$ cat src/rtl/clock_gen_pkg.sv
// clock_gen_pkg: shared phase types, one-hot constants and decode helper for clock_gen
package clock_gen_pkg;
  localparam int NUM_PHASES = 4;
  typedef logic [1:0] phase_t;
  localparam logic [NUM_PHASES-1:0] PH1_OH = 4'b0001;
  localparam logic [NUM_PHASES-1:0] PH2_OH = 4'b0010;
  localparam logic [NUM_PHASES-1:0] PH3_OH = 4'b0100;
  localparam logic [NUM_PHASES-1:0] PH4_OH = 4'b1000;
  function automatic phase_t oh2idx(input logic [NUM_PHASES-1:0] oh);
    return {oh[3] | oh[2], oh[3] | oh[1]};
  endfunction
endpackage

$ cat src/rtl/clock_gen_rst_sync.sv
// clock_gen_rst_sync: 2-flop reset synchroniser, asynchronous assert, synchronous deassert
module clock_gen_rst_sync (
  input  logic i_clk,
  input  logic i_rst_n,
  output logic o_rst_n
);
  logic [1:0] r_sync;
  always_ff @(posedge i_clk or negedge i_rst_n)
    if (!i_rst_n) r_sync <= '0;
    else r_sync <= {r_sync[0], 1'b1};
  assign o_rst_n = r_sync[1];
endmodule

$ cat src/rtl/clock_gen.sv
// clock_gen: four-phase non-overlapping clock generator, each phase high DIV clk12 cycles
// Define CLOCKGEN_SAFE_EN to add the one-hot ring checker with sticky phase_err and forced recovery.
module clock_gen #(
  parameter int DIV = 1
) (
  input  logic       clk12,
  input  logic       rst_n,
  output logic       phi1,
  output logic       phi2,
  output logic       phi3,
  output logic       phi4,
  output logic [1:0] phase,
  output logic       cycle_start,
  output logic       phase_err
);
  import clock_gen_pkg::*;
  localparam int CW = $clog2(DIV) + 1;
  logic                  w_run;
  logic                  w_wrap;
  logic                  w_bad;
  logic                  w_cs_nxt;
  logic [NUM_PHASES-1:0] w_rot;
  logic [NUM_PHASES-1:0] w_ring_nxt;
  logic [CW-1:0]         w_cnt_nxt;
  logic [NUM_PHASES-1:0] r_ring;
  logic [CW-1:0]         r_cnt;
  phase_t                r_phase;
  logic                  r_cs;
  logic                  r_live;
  clock_gen_rst_sync u_rst_sync (
    .i_clk   (clk12),
    .i_rst_n (rst_n),
    .o_rst_n (w_run)
  );
  assign w_wrap = r_cnt == CW'(DIV - 1);
  assign w_rot  = {r_ring[NUM_PHASES-2:0], r_ring[NUM_PHASES-1]};
`ifdef CLOCKGEN_SAFE_EN
  logic r_err;
  assign w_bad = r_live && !$onehot(r_ring);
  always_ff @(posedge clk12 or negedge rst_n)
    if (!rst_n) r_err <= 1'b0;
    else if (w_bad) r_err <= 1'b1;
  assign phase_err = r_err;
`else
  assign w_bad     = 1'b0;
  assign phase_err = 1'b0;
`endif
  // the first live edge and a detected fault both (re)start at phi1 with a full window
  always_comb begin
    w_ring_nxt = (!r_live || w_bad) ? PH1_OH : w_wrap ? w_rot : r_ring;
    w_cnt_nxt  = (!r_live || w_bad || w_wrap) ? '0 : r_cnt + 1'b1;
    w_cs_nxt   = w_ring_nxt[0] && (!r_live || w_bad || !r_ring[0]);
  end
  always_ff @(posedge clk12 or negedge rst_n)
    if (!rst_n) begin
      r_live  <= 1'b0;
      r_ring  <= '0;
      r_cnt   <= '0;
      r_phase <= '0;
      r_cs    <= 1'b0;
    end else if (w_run) begin
      r_live  <= 1'b1;
      r_ring  <= w_ring_nxt;
      r_cnt   <= w_cnt_nxt;
      r_phase <= oh2idx(w_ring_nxt);
      r_cs    <= w_cs_nxt;
    end
  assign phi1        = r_ring[0];
  assign phi2        = r_ring[1];
  assign phi3        = r_ring[2];
  assign phi4        = r_ring[3];
  assign phase       = r_phase;
  assign cycle_start = r_cs;
endmodule

$ cat config.mk
export PLATFORM = sky130hd
export DESIGN_NAME = clock_gen
export DESIGN_NICKNAME = d
export VERILOG_FILES = /design/src/rtl/clock_gen_pkg.sv /design/src/rtl/clock_gen_rst_sync.sv /design/src/rtl/clock_gen.sv
export SDC_FILE = /design/constraint.sdc
export NUM_CORES = 1
export LEC_CHECK = 0
export CORE_ASPECT_RATIO = 1.2
export CORE_MARGIN = 2
export CORE_UTILIZATION = 25
export DETAILED_ROUTE_END_ITERATION = 12
export PLACE_DENSITY = 0.53
export RECOVER_POWER = 100
export SETUP_SLACK_MARGIN = 0.2
export SYNTH_ARGS = -nofsm -noshare
export SYNTH_HDL_FRONTEND = slang
export SYNTH_HIERARCHICAL = 1
export SYNTH_SLANG_ARGS = --single-unit
$ cat constraint.sdc
create_clock -name clk12 -period 1.22 [get_ports clk12]
set_clock_uncertainty 0.15 [all_clocks]
set_input_delay 0.305 -clock clk12 [delete_from_list [all_inputs] [get_ports clk12]]
set_output_delay 0.305 -clock clk12 [all_outputs]
set_load 0.03 [all_outputs]
==> summary.json, run 1 <==
{
  "detailedPlace.worstSlack": {"value": -0.110, "unit": "ns"},
  "timing.critical_path.to_type": {"value": "output pin"},
  "synth.top_cell.area_share": {"value": 56.4, "unit": "%"},
  "max-clock-path-buffers": {"value": 2},
  "cp_max_fo": {"value": 2},
  "synthDistinctLibCells": {"value": 19},
  "critical_path_required": {"value": 0.76, "unit": "ns"},
  "max-vdd-ir-drop": {"value": 0.512, "unit": "mV"},
  "final_routed_wire_length_divided_by_cell_count": {"value": 12.8, "unit": "um"},
  "final_core_util": {"value": 44.1, "unit": "%"},
  "final_period_minus_worst_setup_slack": {"value": 1.38, "unit": "ns"},
  "timing.hold.ws": {"value": 0.211, "unit": "ns"},
  "final_hold_viol_count": {"value": 0},
  "total_routing_usage_reported_by_global_routing": {"value": 13.5, "unit": "%"},
  "min_period_over_period": {"value": 113, "unit": "%"},
  "worst_setup_path_endpoint": {"value": "phi2"},
  "power.share.sequential": {"value": 39.6, "unit": "%"},
  "timing.reg2reg.setup_slack": {"value": -0.13, "unit": "ns"},
  "maxCapViolCount": {"value": 0},
  "synthDominantAreaCellType": {"value": "dfrtp_1"},
  "fin_tns_setup": {"value": -1.30, "unit": "ns"},
  "rsz0062_at_grt": {"value": "true"},
  "fp.coreArea": {"value": 0.00185, "unit": "mm2"},
  "cell_internal_pwr": {"value": 757, "unit": "uW"},
  "critical_path.startpoint": {"value": "r_ring[1]$_DFFE_PN0P_"},
  "postRouteWirelength": {"value": 1190, "unit": "um"},
  "final-max-slew-violation-count": {"value": 0},
  "critPathTopFamily": {"value": "flip-flops"},
  "leakagePower": {"value": 0.386, "unit": "nW"},
  "worstRegToRegCells": {"value": 3},
  "htree_levels": {"value": 1},
  "port-buffer-count": {"value": 8},
  "grt_antenna_before_repair": {"value": 0},
  "nNetsFinal": {"value": 77},
  "path_common_cell": {"value": "buf_6"},
  "swShare": {"value": 31.3, "unit": "%"},
  "clock_sink_count": {"value": 11},
  "grt_use_met2": {"value": 21.1, "unit": "%"},
  "crit_path_cell_trace": {"value": "buf_6, buf_6"},
  "power.net_switching": {"value": 345, "unit": "uW"},
  "grt_max_degree": {"value": 12},
  "ys_ff_latch": {"value": 11},
  "fmax": {"value": 0.723, "unit": "GHz"},
  "syn_area_per_cell": {"value": 10.8, "unit": "um2"},
  "floorplan.initialDensity": {"value": 26.4, "unit": "%"},
  "peak_per_stage_delay_on_the_critical_path": {"value": 0.41, "unit": "ns"},
  "timing.hold.worst.class": {"value": "reg -> reg"},
  "insertedDiodeCount": {"value": 0},
  "remaining_drc_errors": {"value": 0},
  "critical_path.startpoint_type": {"value": "register"},
  "detail_route.vias_per_cell": {"value": 4.65},
  "cp_num_cells": {"value": 2},
  "timing.critical_path.arrival": {"value": 0.93, "unit": "ns"},
  "clk-insertion-delay-late": {"value": 0.27, "unit": "ns"},
  "dieWidth": {"value": 44.3, "unit": "um"},
  "syn-cell-area": {"value": 488, "unit": "um2"},
  "synth_warnings": {"value": 6},
  "grt_remaining_overflow": {"value": 0},
  "ant_nets": {"value": 0},
  "grt_first_pass_wirelength": {"value": 2150, "unit": "um"},
  "synth-seq-area-share": {"value": 56.4, "unit": "%"},
  "clkTransAtPathRegs": {"value": 0.07, "unit": "ns"},
  "post-route-worst-setup-slack": {"value": -0.163, "unit": "ns"},
  "clock-root-buffer": {"value": "clkbuf_4"},
  "cts_tree": {"value": "built"},
  "grtUsageMet3": {"value": 3.10, "unit": "%"},
  "die_height": {"value": 52.4, "unit": "um"},
  "sequential_cell_area": {"value": 280, "unit": "um2"},
  "cell_types_occupying_the_most_area_after_synthesis": {"value": "dfrtp_1 (56%), inv_1 (5.4%), a22oi_1 (4.6%)"},
  "finalSetupViolations": {"value": 14},
  "top_level_ports": {"value": 10},
  "drt_first_iter_violations": {"value": 5},
  "areaGrowthSynthToFinish": {"value": 67.2, "unit": "%"},
  "via_count_of_the_first_global_routing_pass": {"value": 444},
  "worst-path-buf-inv": {"value": 2},
  "die-area": {"value": 0.00232, "unit": "mm2"},
  "comb_power_share": {"value": 37.2, "unit": "%"},
  "multi_input_comb_area": {"value": 195, "unit": "um2"},
  "cts_made_buffers": {"value": 3},
  "fillers": {"value": 185},
  "dr_total_vias": {"value": 432},
  "placement.cell_area": {"value": 624, "unit": "um2"},
  "status": {"value": "complete, but fails checks"},
  "post_synth_inst_count": {"value": 45},
  "timing_worst_setup_path_type": {"value": "reg -> out"},
  "worst_slew_slack_as_a_fraction_of_its_limit": {"value": 58.7, "unit": "%"},
  "gp_congestion": {"value": 0.710},
  "grt_util_met1": {"value": 16.3, "unit": "%"},
  "tightest_slew": {"value": 0.619, "unit": "ns"},
  "commonest_cells_after_routing_fill_and_taps_aside": {"value": "buf_6 (12), buf_4 (12), dfrtp_1 (7)"},
  "drtPass1Iterations": {"value": 4},
  "syn_nets": {"value": 47},
  "placement_rows": {"value": 17},
  "r2r-end": {"value": "phase[1]$_DFFE_PN0P_"},
  "finalInstanceArea": {"value": 816, "unit": "um2"},
  "critical_path.reg2reg.startpoint": {"value": "r_cnt$_DFFE_PN0P_"},
  "part_of_the_power_in_the_clock_network": {"value": 23.2, "unit": "%"},
  "powerDensity": {"value": 1350, "unit": "mW/mm2"},
  "layout-drive-gt1-share": {"value": 58.1, "unit": "%"},
  "hpwl": {"value": 693, "unit": "um"},
  "critical_path_cell_with_the_highest_stage_delay": {"value": "dfrtp_2"},
  "violations": {"value": "setup timing"},
  "grt-busiest-layer": {"value": "met2"}
}
final cells by class:
cell class | instances | area share, %
Clock buffer | 4 | 3.22
Timing Repair Buffer | 28 | 32.4
Tap cell | 19 | 2.91
Multi-Input combinational cell | 24 | 23.9
Inverter | 7 | 3.22
Sequential cell | 11 | 34.4
worst reg2reg max path, stage by stage, from the launching register on:
cell	delay, ns
dfrtp_1	0.51
mux2_4	0.33
o211ai_1	0.17
o21ai_1	0.08
logic make-up (layout without fill, tap and decap cells):
| kind of cell | count (synthesis) | after routing | share of synthesized area, % |
|---|---|---|---|
| AOI/OAI and AO/OA | 13 | 13 | 17.7 |
| DFF | 11 | 11 | 56.4 |
| buffers and inverters | 10 | 39 | 10.0 |
| and+or+nand+nor | 6 | 6 | 6.67 |
| muxes | 3 | 3 | 7.69 |
| other | 2 | 2 | 1.54 |
power groups by stage:
stage	clock network, mW	registers (mW)	logic (mW)
after global placement	0	0.442	0.278
after global routing	0.286	0.441	0.441
after detailed placement	0	0.443	0.278
final	0.256	0.436	0.411
after floorplan	0	0.519	0.0830
after CTS	0.260	0.438	0.391
Yosys cell counts:
library cell,instances
conb_1,2
o211ai_1,2
and2b_2,1
o21ai_1,2
o2bb2ai_1,1
or2_2,1
or3_1,1
inv_1,7
clkbuf_1,1
dfrtp_1,11
buf_4,1
a22oi_1,3
mux2_1,2
a31oi_1,1
nor2_1,3
buf_6,1
mux2_4,1
a21oi_1,1
o22ai_1,3
how the worst min path moves through the flow:
stage,start,to,slack [ns],cells after the start
after global placement,u_rst_sync/r_sync[0]$_DFF_PN0_,u_rst_sync/r_sync[1]$_DFF_PN0_,0.18,0
after floorplan,rst_n,cycle_start$_DFFE_PN0P_,-0.14,0
after detailed placement,u_rst_sync/r_sync[0]$_DFF_PN0_,u_rst_sync/r_sync[1]$_DFF_PN0_,0.19,0
after global routing,u_rst_sync/r_sync[0]$_DFF_PN0_,u_rst_sync/r_sync[1]$_DFF_PN0_,0.23,0
after CTS,rst_n,cycle_start$_DFFE_PN0P_,0.19,2
final,u_rst_sync/r_sync[0]$_DFF_PN0_,u_rst_sync/r_sync[1]$_DFF_PN0_,0.21,0
metal layers:
layer	wire (um)	part of all wire [%]
met3	49	4.1
met5	0	0
met2	635	53
met1	495	42
met4	12	1.0
sequential cells by signal, summed over array words and instances, names as in the netlist:
signal / count
r_cnt: 1
phase: 2
cycle_start: 1
r_ring: 4
u_rst_sync/r_sync: 2
r_live: 1
timing repair:
item | in CTS | in global routing
hold buffers | 0 | 0
setup endpoints to repair | 16 | 16
pin swaps | 3 | 1
setup buffers | 9 | 3
resized for setup | 19 | 1
gates cloned | 0 | 0
metrics by stage:
stage	std cells	power [mW]
finish	93	1.10
global route	93	1.17
CTS	90	1.09
detailed placement	77	0.722
global placement	77	0.719
floorplan	45	0.602
Power figures use the tool's default switching activity.
==> run 2, diff against run 1 <==
Settings changed: CORE_AREA from default to 2 2 39 41, CORE_ASPECT_RATIO 1.2 to default, CORE_MARGIN 2 to default, CORE_UTILIZATION 25 to default, DIE_AREA from default to 0 0 41 43, PLACE_DENSITY 0.53 to 0.7.
==> run 2 against run 1 <==
Effect of this change:
- non-clock buffer count fell by 2
- final cell count is 5.4% lower
- sequential cell count unchanged
- global-route usage is 3.8 points higher
- hold slack worse by 0.011 ns
- combinational power decreased by 5%
- total power is 1.2% lower
- the run still ends with setup timing left
==> summary.json, run 2 (synthesis results as in run 1) <==
{
  "max-clock-path-buffers": {"value": 2, "change": "unchanged"},
  "die-area": {"value": 0.00176, "unit": "mm2", "change": "-24%"},
  "timing_worst_setup_path_type": {"value": "reg -> out"},
  "number_of_flip_flops_under_the_largest_register_name": {"value": 4, "change": "unchanged"},
  "remaining_drc_errors": {"value": 0, "change": "unchanged"},
  "whs_endpoint": {"value": "u_rst_sync/r_sync[1]$_DFF_PN0_"},
  "final_core_util": {"value": 58.3, "unit": "%", "change": "+14 points"},
  "r2r-end": {"value": "phase[0]$_DFFE_PN0P_"},
  "total_routing_usage_reported_by_global_routing": {"value": 17.4, "unit": "%", "change": "+3.8 points"},
  "timing.hold.worst.class": {"value": "reg -> reg"},
  "layout-drive-gt1-share": {"value": 59.7, "unit": "%", "change": "+1.6 points"},
  "sequential_cell_area": {"value": 282, "unit": "um2", "change": "+0.45%"},
  "fp.coreArea": {"value": 0.00138, "unit": "mm2", "change": "-25%"},
  "drt_first_iter_violations": {"value": 6, "change": "+1"},
  "leakagePower": {"value": 0.370, "unit": "nW", "change": "-4.0%"},
  "fillers": {"value": 113, "change": "-39%"},
  "drtPass1Iterations": {"value": 4, "change": "unchanged"},
  "layout_commonest_cell": {"value": "buf_6"},
  "cp_max_fo": {"value": 2, "change": "unchanged"},
  "violations": {"value": "setup timing"},
  "worst-path-buf-inv": {"value": 2, "change": "unchanged"},
  "critical_path_cell_with_the_highest_stage_delay": {"value": "dfrtp_2"},
  "maxCapViolCount": {"value": 0, "change": "unchanged"},
  "peak_per_stage_delay_on_the_critical_path": {"value": 0.41, "unit": "ns", "change": "about the same"},
  "crit_path_cell_trace": {"value": "buf_6, buf_6"},
  "commonest_cells_after_routing_fill_and_taps_aside": {"value": "buf_6 (12), buf_4 (9), inv_1 (6), dfrtp_1 (6), dfrtp_2 (5)"},
  "clk-insertion-delay-late": {"value": 0.28, "unit": "ns", "change": "about the same"},
  "path_common_cell": {"value": "buf_6"},
  "min_period_over_period": {"value": 114, "unit": "%", "change": "+0.39 points"},
  "via_count_of_the_first_global_routing_pass": {"value": 400, "change": "-9.9%"},
  "fmax": {"value": 0.720, "unit": "GHz", "change": "-0.35%"},
  "cts-hold-fix-buffers": {"value": 0, "change": "unchanged"},
  "grt_remaining_overflow": {"value": 0, "change": "unchanged"},
  "detail_route.vias_per_cell": {"value": 4.84, "change": "+4.2%"},
  "grt_max_degree": {"value": 12, "change": "unchanged"},
  "nNetsFinal": {"value": 75, "change": "-2.6%"},
  "final_routed_wire_length_divided_by_cell_count": {"value": 14.4, "unit": "um", "change": "+13%"},
  "comb_power_share": {"value": 36.0, "unit": "%", "change": "-1.2 points"},
  "tightest_slew": {"value": 0.602, "unit": "ns", "change": "-0.0172 ns"},
  "clkTransAtPathRegs": {"value": 0.08, "unit": "ns", "change": "about the same"},
  "max-vdd-ir-drop": {"value": 0.613, "unit": "mV", "change": "+20%"},
  "clock_sink_count": {"value": 11, "change": "unchanged"},
  "insertedDiodeCount": {"value": 0, "change": "unchanged"},
  "rsz0062_at_grt": {"value": "true"},
  "worstRegToRegCells": {"value": 3, "change": "unchanged"},
  "ant_nets": {"value": 0, "change": "unchanged"},
  "cell_internal_pwr": {"value": 738, "unit": "uW", "change": "-2.6%"},
  "swShare": {"value": 32.3, "unit": "%", "change": "+0.95 points"},
  "powerDensity": {"value": 1350, "unit": "mW/mm2", "change": "-0.15%"},
  "power.net_switching": {"value": 351, "unit": "uW", "change": "+1.8%"},
  "final_hold_viol_count": {"value": 0, "change": "unchanged"},
  "worst_slew_slack_as_a_fraction_of_its_limit": {"value": 59.9, "unit": "%", "change": "+1.1 points"},
  "finalSetupViolations": {"value": 12, "change": "-2"},
  "final_period_minus_worst_setup_slack": {"value": 1.39, "unit": "ns", "change": "+0.00479 ns"},
  "sum_of_internal_switching_and_leakage_power": {"value": 1.09, "unit": "mW", "change": "-1.2%"},
  "part_of_the_power_in_the_clock_network": {"value": 23.4, "unit": "%", "change": "+0.2 points"},
  "htree_levels": {"value": 1, "change": "unchanged"},
  "grt_first_pass_wirelength": {"value": 1970, "unit": "um", "change": "-8.3%"},
  "critPathTopFamily": {"value": "flip-flops"},
  "areaGrowthSynthToFinish": {"value": 65.4, "unit": "%"},
  "post-route-worst-setup-slack": {"value": -0.168, "unit": "ns", "change": "-0.00479 ns"},
  "timing.critical_path.to_type": {"value": "output pin"},
  "cts_made_buffers": {"value": 3, "change": "unchanged"},
  "min_from": {"value": "u_rst_sync/r_sync[0]$_DFF_PN0_"},
  "finalNonFillerCells": {"value": 88, "change": "-5.4%"},
  "critical_path.startpoint_type": {"value": "register"},
  "final-max-slew-violation-count": {"value": 0, "change": "unchanged"},
  "postRouteWirelength": {"value": 1270, "unit": "um", "change": "+6.7%"},
  "floorplan.initialDensity": {"value": 35.3, "unit": "%", "change": "+8.9 points"},
  "top_level_ports": {"value": 10, "change": "unchanged"},
  "hpwl": {"value": 638, "unit": "um", "change": "-8.0%"},
  "critical_path_required": {"value": 0.76, "unit": "ns", "change": "about the same"},
  "clock-root-buffer": {"value": "clkbuf_4"},
  "critical_path.reg2reg.startpoint": {"value": "r_cnt$_DFFE_PN0P_"},
  "grt_antenna_before_repair": {"value": 0, "change": "unchanged"},
  "max_flop_register": {"value": "r_ring"},
  "multi_input_comb_area": {"value": 221, "unit": "um2", "change": "+13%"},
  "placement_rows": {"value": 14, "change": "-3"},
  "gp_congestion": {"value": 0.785, "change": "+11%"},
  "timing.reg2reg.setup_slack": {"value": -0.17, "unit": "ns", "change": "-0.04 ns"},
  "power.share.sequential": {"value": 40.6, "unit": "%", "change": "+1.0 points"},
  "cts_tree": {"value": "built"},
  "dieWidth": {"value": 41, "unit": "um", "change": "-7.5%"},
  "timing.critical_path.arrival": {"value": 0.93, "unit": "ns", "change": "about the same"},
  "fin_tns_setup": {"value": -1.10, "unit": "ns", "change": "+0.200 ns"},
  "hold-path-cell-count": {"value": 0, "change": "unchanged"},
  "die_height": {"value": 43, "unit": "um", "change": "-18%"},
  "status": {"value": "complete, but fails checks"},
  "port-buffer-count": {"value": 8, "change": "unchanged"},
  "dr_total_vias": {"value": 426, "change": "-1.4%"},
  "post-place-cells": {"value": 73, "change": "-5.2%"}
}
## run 2: through the flow
stage / instance area (um2) / hold slack (ns) / setup slack (ns)
after floorplan: 500 / -0.141 / -0.0559
after global placement: 613 / 0.182 / -0.0921
after global routing: 807 / 0.207 / -0.244
final: 807 / 0.200 / -0.168
after detailed placement: 613 / 0.186 / -0.159
after CTS: 767 / 0.162 / -0.173
## run 2: how the worst max path moves through the flow
stage                          start              endpoint  slack [ns]  cells after the start
4_1_cts        r_ring[1]$_DFFE_PN0P_                  phi2       -0.17                      2
5_1_grt            r_cnt$_DFFE_PN0P_  phase[0]$_DFFE_PN0P_       -0.24                      3
2_1_floorplan      r_cnt$_DFFE_PN0P_  phase[1]$_DFFE_PN0P_       -0.06                      4
3_3_place_gp       r_cnt$_DFFE_PN0P_  phase[0]$_DFFE_PN0P_       -0.09                      3
6_report       r_ring[1]$_DFFE_PN0P_                  phi2       -0.17                      2
3_5_place_dp       r_cnt$_DFFE_PN0P_  phase[0]$_DFFE_PN0P_       -0.16                      3
## run 2: worst register-to-register path, stage by stage, from the launching register on
cell	delay, ns
dfrtp_2	0.48
mux2_4	0.34
o211ai_1	0.20
o21ai_1	0.10
## run 2: power groups by stage
stage / Combinational (mW) / Sequential (mW) / Clock (mW)
after CTS: 0.357 / 0.441 / 0.266
after global placement: 0.270 / 0.445 / 0
after global routing: 0.420 / 0.446 / 0.284
after detailed placement: 0.273 / 0.445 / 0
final: 0.392 / 0.442 / 0.255
after floorplan: 0.0830 / 0.519 / 0
## run 2: timing repair
action | CTS | global route
cloned | 1 | 0
resized for setup | 18 | 8
pin swaps | 3 | 4
endpoints found under the hold margin | 0 | 0
setup buffers | 7 | 3
endpoints found under the setup margin | 15 | 16
## run 2: layer usage
layer  wire length, um  track usage [%]
met3                36             3.14
met2               671             24.7
met1               533             22.7
met5                 0                0
met4                30             12.0
## run 2: cell type report
class | count | share of cell area, %
Clock buffer | 4 | 3.26
Inverter | 7 | 3.57
Timing Repair Buffer | 26 | 28.4
Multi-Input combinational cell | 24 | 27.4
Tap cell | 16 | 2.48
Sequential cell | 11 | 34.9
==> run 3, diff against run 2 <==
Settings changed: REMOVE_ABC_BUFFERS from default to 1.
==> run 3 against run 2 <==
Effect of this change:
- the flow still finishes with violations (setup timing)
- fmax grew 0.48%
- via count grew 2.3%
- hold slack is essentially flat
- sequential power shrank 1%
- total power shrank 1.4%
- largest cell class unchanged
- global-route usage shrank 2.3 points
- combinational power shrank 3%
- first-iteration DRC count grew 67%
- clock-buffer cell count is the same
- critical path depth is the same
==> summary.json, run 3 (synthesis results as in run 1) <==
{
  "ant_nets": {"value": 0, "change": "unchanged"},
  "min_period_over_period": {"value": 113, "unit": "%", "change": "-0.55 points"},
  "fp.coreArea": {"value": 0.00138, "unit": "mm2", "change": "unchanged"},
  "gp_congestion": {"value": 0.822, "change": "+4.8%"},
  "cts_made_buffers": {"value": 3, "change": "unchanged"},
  "clock_sink_count": {"value": 11, "change": "unchanged"},
  "port-buffer-count": {"value": 8, "change": "unchanged"},
  "areaGrowthSynthToFinish": {"value": 57.7, "unit": "%"},
  "critical_path.startpoint_type": {"value": "register"},
  "placement_rows": {"value": 14, "change": "unchanged"},
  "fillers": {"value": 129, "change": "+14%"},
  "floorplan.initialDensity": {"value": 35.3, "unit": "%", "change": "unchanged"},
  "grt_remaining_overflow": {"value": 0, "change": "unchanged"},
  "finalNonFillerCells": {"value": 88, "change": "unchanged"},
  "max_flop_register": {"value": "r_ring"},
  "final_routed_wire_length_divided_by_cell_count": {"value": 12.4, "unit": "um", "change": "-14%"},
  "detail_route.vias_per_cell": {"value": 4.95, "change": "+2.3%"},
  "postRouteWirelength": {"value": 1090, "unit": "um", "change": "-14%"},
  "worst_slew_slack_as_a_fraction_of_its_limit": {"value": 58.7, "unit": "%", "change": "-1.2 points"},
  "tightest_slew": {"value": 0.619, "unit": "ns", "change": "+0.0175 ns"},
  "multi_input_comb_area": {"value": 191, "unit": "um2", "change": "-14%"},
  "leakagePower": {"value": 0.366, "unit": "nW", "change": "-1.3%"},
  "violations": {"value": "setup timing"},
  "critical_path_required": {"value": 0.76, "unit": "ns", "change": "about the same"},
  "timing.critical_path.to_type": {"value": "output pin"},
  "rsz0062_at_grt": {"value": "true"},
  "number_of_flip_flops_under_the_largest_register_name": {"value": 4, "change": "unchanged"},
  "commonest_cells_after_routing_fill_and_taps_aside": {"value": "buf_6 (11), buf_4 (11), dfrtp_1 (10)"},
  "top_level_ports": {"value": 10, "change": "unchanged"},
  "die-area": {"value": 0.00176, "unit": "mm2", "change": "unchanged"},
  "via_count_of_the_first_global_routing_pass": {"value": 443, "change": "+11%"},
  "powerDensity": {"value": 1390, "unit": "mW/mm2", "change": "+3.4%"},
  "timing.critical_path.arrival": {"value": 0.93, "unit": "ns", "change": "about the same"},
  "finalSetupViolations": {"value": 11, "change": "-1"},
  "maxCapViolCount": {"value": 0, "change": "unchanged"},
  "fmax": {"value": 0.724, "unit": "GHz", "change": "+0.48%"},
  "grt_first_pass_wirelength": {"value": 1790, "unit": "um", "change": "-9.1%"},
  "detailedPlace.worstSlack": {"value": -0.0894, "unit": "ns", "change": "+0.0695 ns"},
  "max-clock-path-buffers": {"value": 2, "change": "unchanged"},
  "final_hold_viol_count": {"value": 0, "change": "unchanged"},
  "htree_levels": {"value": 1, "change": "unchanged"},
  "status": {"value": "complete, but fails checks"},
  "die_height": {"value": 43, "unit": "um", "change": "unchanged"},
  "post-place-cells": {"value": 75, "change": "+2.7%"},
  "timing_worst_setup_path_type": {"value": "reg -> out"},
  "drtPass1Iterations": {"value": 4, "change": "unchanged"},
  "clk-insertion-delay-late": {"value": 0.28, "unit": "ns", "change": "about the same"},
  "drt_first_iter_violations": {"value": 10, "change": "+4"},
  "max-vdd-ir-drop": {"value": 0.812, "unit": "mV", "change": "+33%"},
  "post-route-worst-setup-slack": {"value": -0.161, "unit": "ns", "change": "+0.00668 ns"},
  "layout-drive-gt1-share": {"value": 48.6, "unit": "%", "change": "-11 points"},
  "cp_max_fo": {"value": 2, "change": "unchanged"},
  "final_core_util": {"value": 55.6, "unit": "%", "change": "-2.7 points"},
  "grt_antenna_before_repair": {"value": 0, "change": "unchanged"},
  "grt_max_degree": {"value": 12, "change": "unchanged"},
  "final_period_minus_worst_setup_slack": {"value": 1.38, "unit": "ns", "change": "-0.00668 ns"},
  "clock-root-buffer": {"value": "clkbuf_4"},
  "dr_total_vias": {"value": 436, "change": "+2.3%"},
  "insertedDiodeCount": {"value": 0, "change": "unchanged"},
  "final-max-slew-violation-count": {"value": 0, "change": "unchanged"},
  "clkTransAtPathRegs": {"value": 0.08, "unit": "ns", "change": "about the same"},
  "timing.hold.worst.class": {"value": "reg -> reg"},
  "timing.hold.ws": {"value": 0.200, "unit": "ns", "change": "-0.000337 ns"},
  "sequential_cell_area": {"value": 277, "unit": "um2", "change": "-1.8%"},
  "cts-hold-fix-buffers": {"value": 0, "change": "unchanged"},
  "remaining_drc_errors": {"value": 0, "change": "unchanged"},
  "cts_tree": {"value": "built"},
  "nNetsFinal": {"value": 75, "change": "unchanged"},
  "total_routing_usage_reported_by_global_routing": {"value": 15.1, "unit": "%", "change": "-2.3 points"},
  "dieWidth": {"value": 41, "unit": "um", "change": "unchanged"}
}
run 3: per-layer routing:
metal  routed length (um)  track usage, %  vias up
met3                   79            3.14        4
met5                    0               0        -
li1                     -               -      202
met4                   15            6.00        0
met2                  484            23.8       19
met1                  512            19.4      211
run 3: area by class of cell:
cell class / instances / share of cell area (%)
Multi-Input combinational cell: 24 / 24.9
Timing Repair Buffer: 26 / 29.8
Tap cell: 16 / 2.60
Inverter: 7 / 3.41
Clock buffer: 4 / 3.41
Sequential cell: 11 / 35.9
run 3: repair_timing:
item / in CTS / in global routing
pin swaps: 6 / 1
buffers inserted: 7 / 1
gates resized for setup: 17 / 2
gates cloned: 1 / 0
setup endpoints to repair: 15 / 15
run 3: path summary, 6_finish.rpt:
kind                       slack (ns)                            from  cells past startpoint                             end
max reg2reg                     -0.12           r_ring[2]$_DFFE_PN0P_                      4            phase[1]$_DFFE_PN0P_
max                             -0.16           r_ring[2]$_DFFE_PN0P_                      2                            phi3
min                              0.20  u_rst_sync/r_sync[0]$_DFF_PN0_                      0  u_rst_sync/r_sync[1]$_DFF_PN0_
min in group asynchronous        0.32                           rst_n                      2            phase[0]$_DFFE_PN0P_
min reg2reg                      0.20  u_rst_sync/r_sync[0]$_DFF_PN0_                      0  u_rst_sync/r_sync[1]$_DFF_PN0_
max in group asynchronous        0.16                           rst_n                      2               r_cnt$_DFFE_PN0P_
run 3: critical path, stage by stage, from the launching register on:
cell and delay [ns]:
dfrtp_1 0.40, buf_6 0.12, buf_6 0.12
run 3: stage by stage:
| step | total power [mW] | setup TNS, ns | instance area (um2) |
|---|---|---|---|
| final | 1.07 | -0.920 | 769 |
| after global routing | 1.12 | -1.24 | 769 |
| after CTS | 1.06 | -0.892 | 764 |
| after detailed placement | 0.717 | -0.253 | 616 |
| after global placement | 0.712 | -0.140 | 616 |
| after floorplan | 0.586 | -0.375 | 465 |
run 3: power breakdown:
part	internal, mW	total (mW)	leakage (nW)	switching, mW
Sequential	0.403	0.436	0.130	0.0329
Clock	0.127	0.257	0.0150	0.130
Combinational	0.200	0.380	0.221	0.180
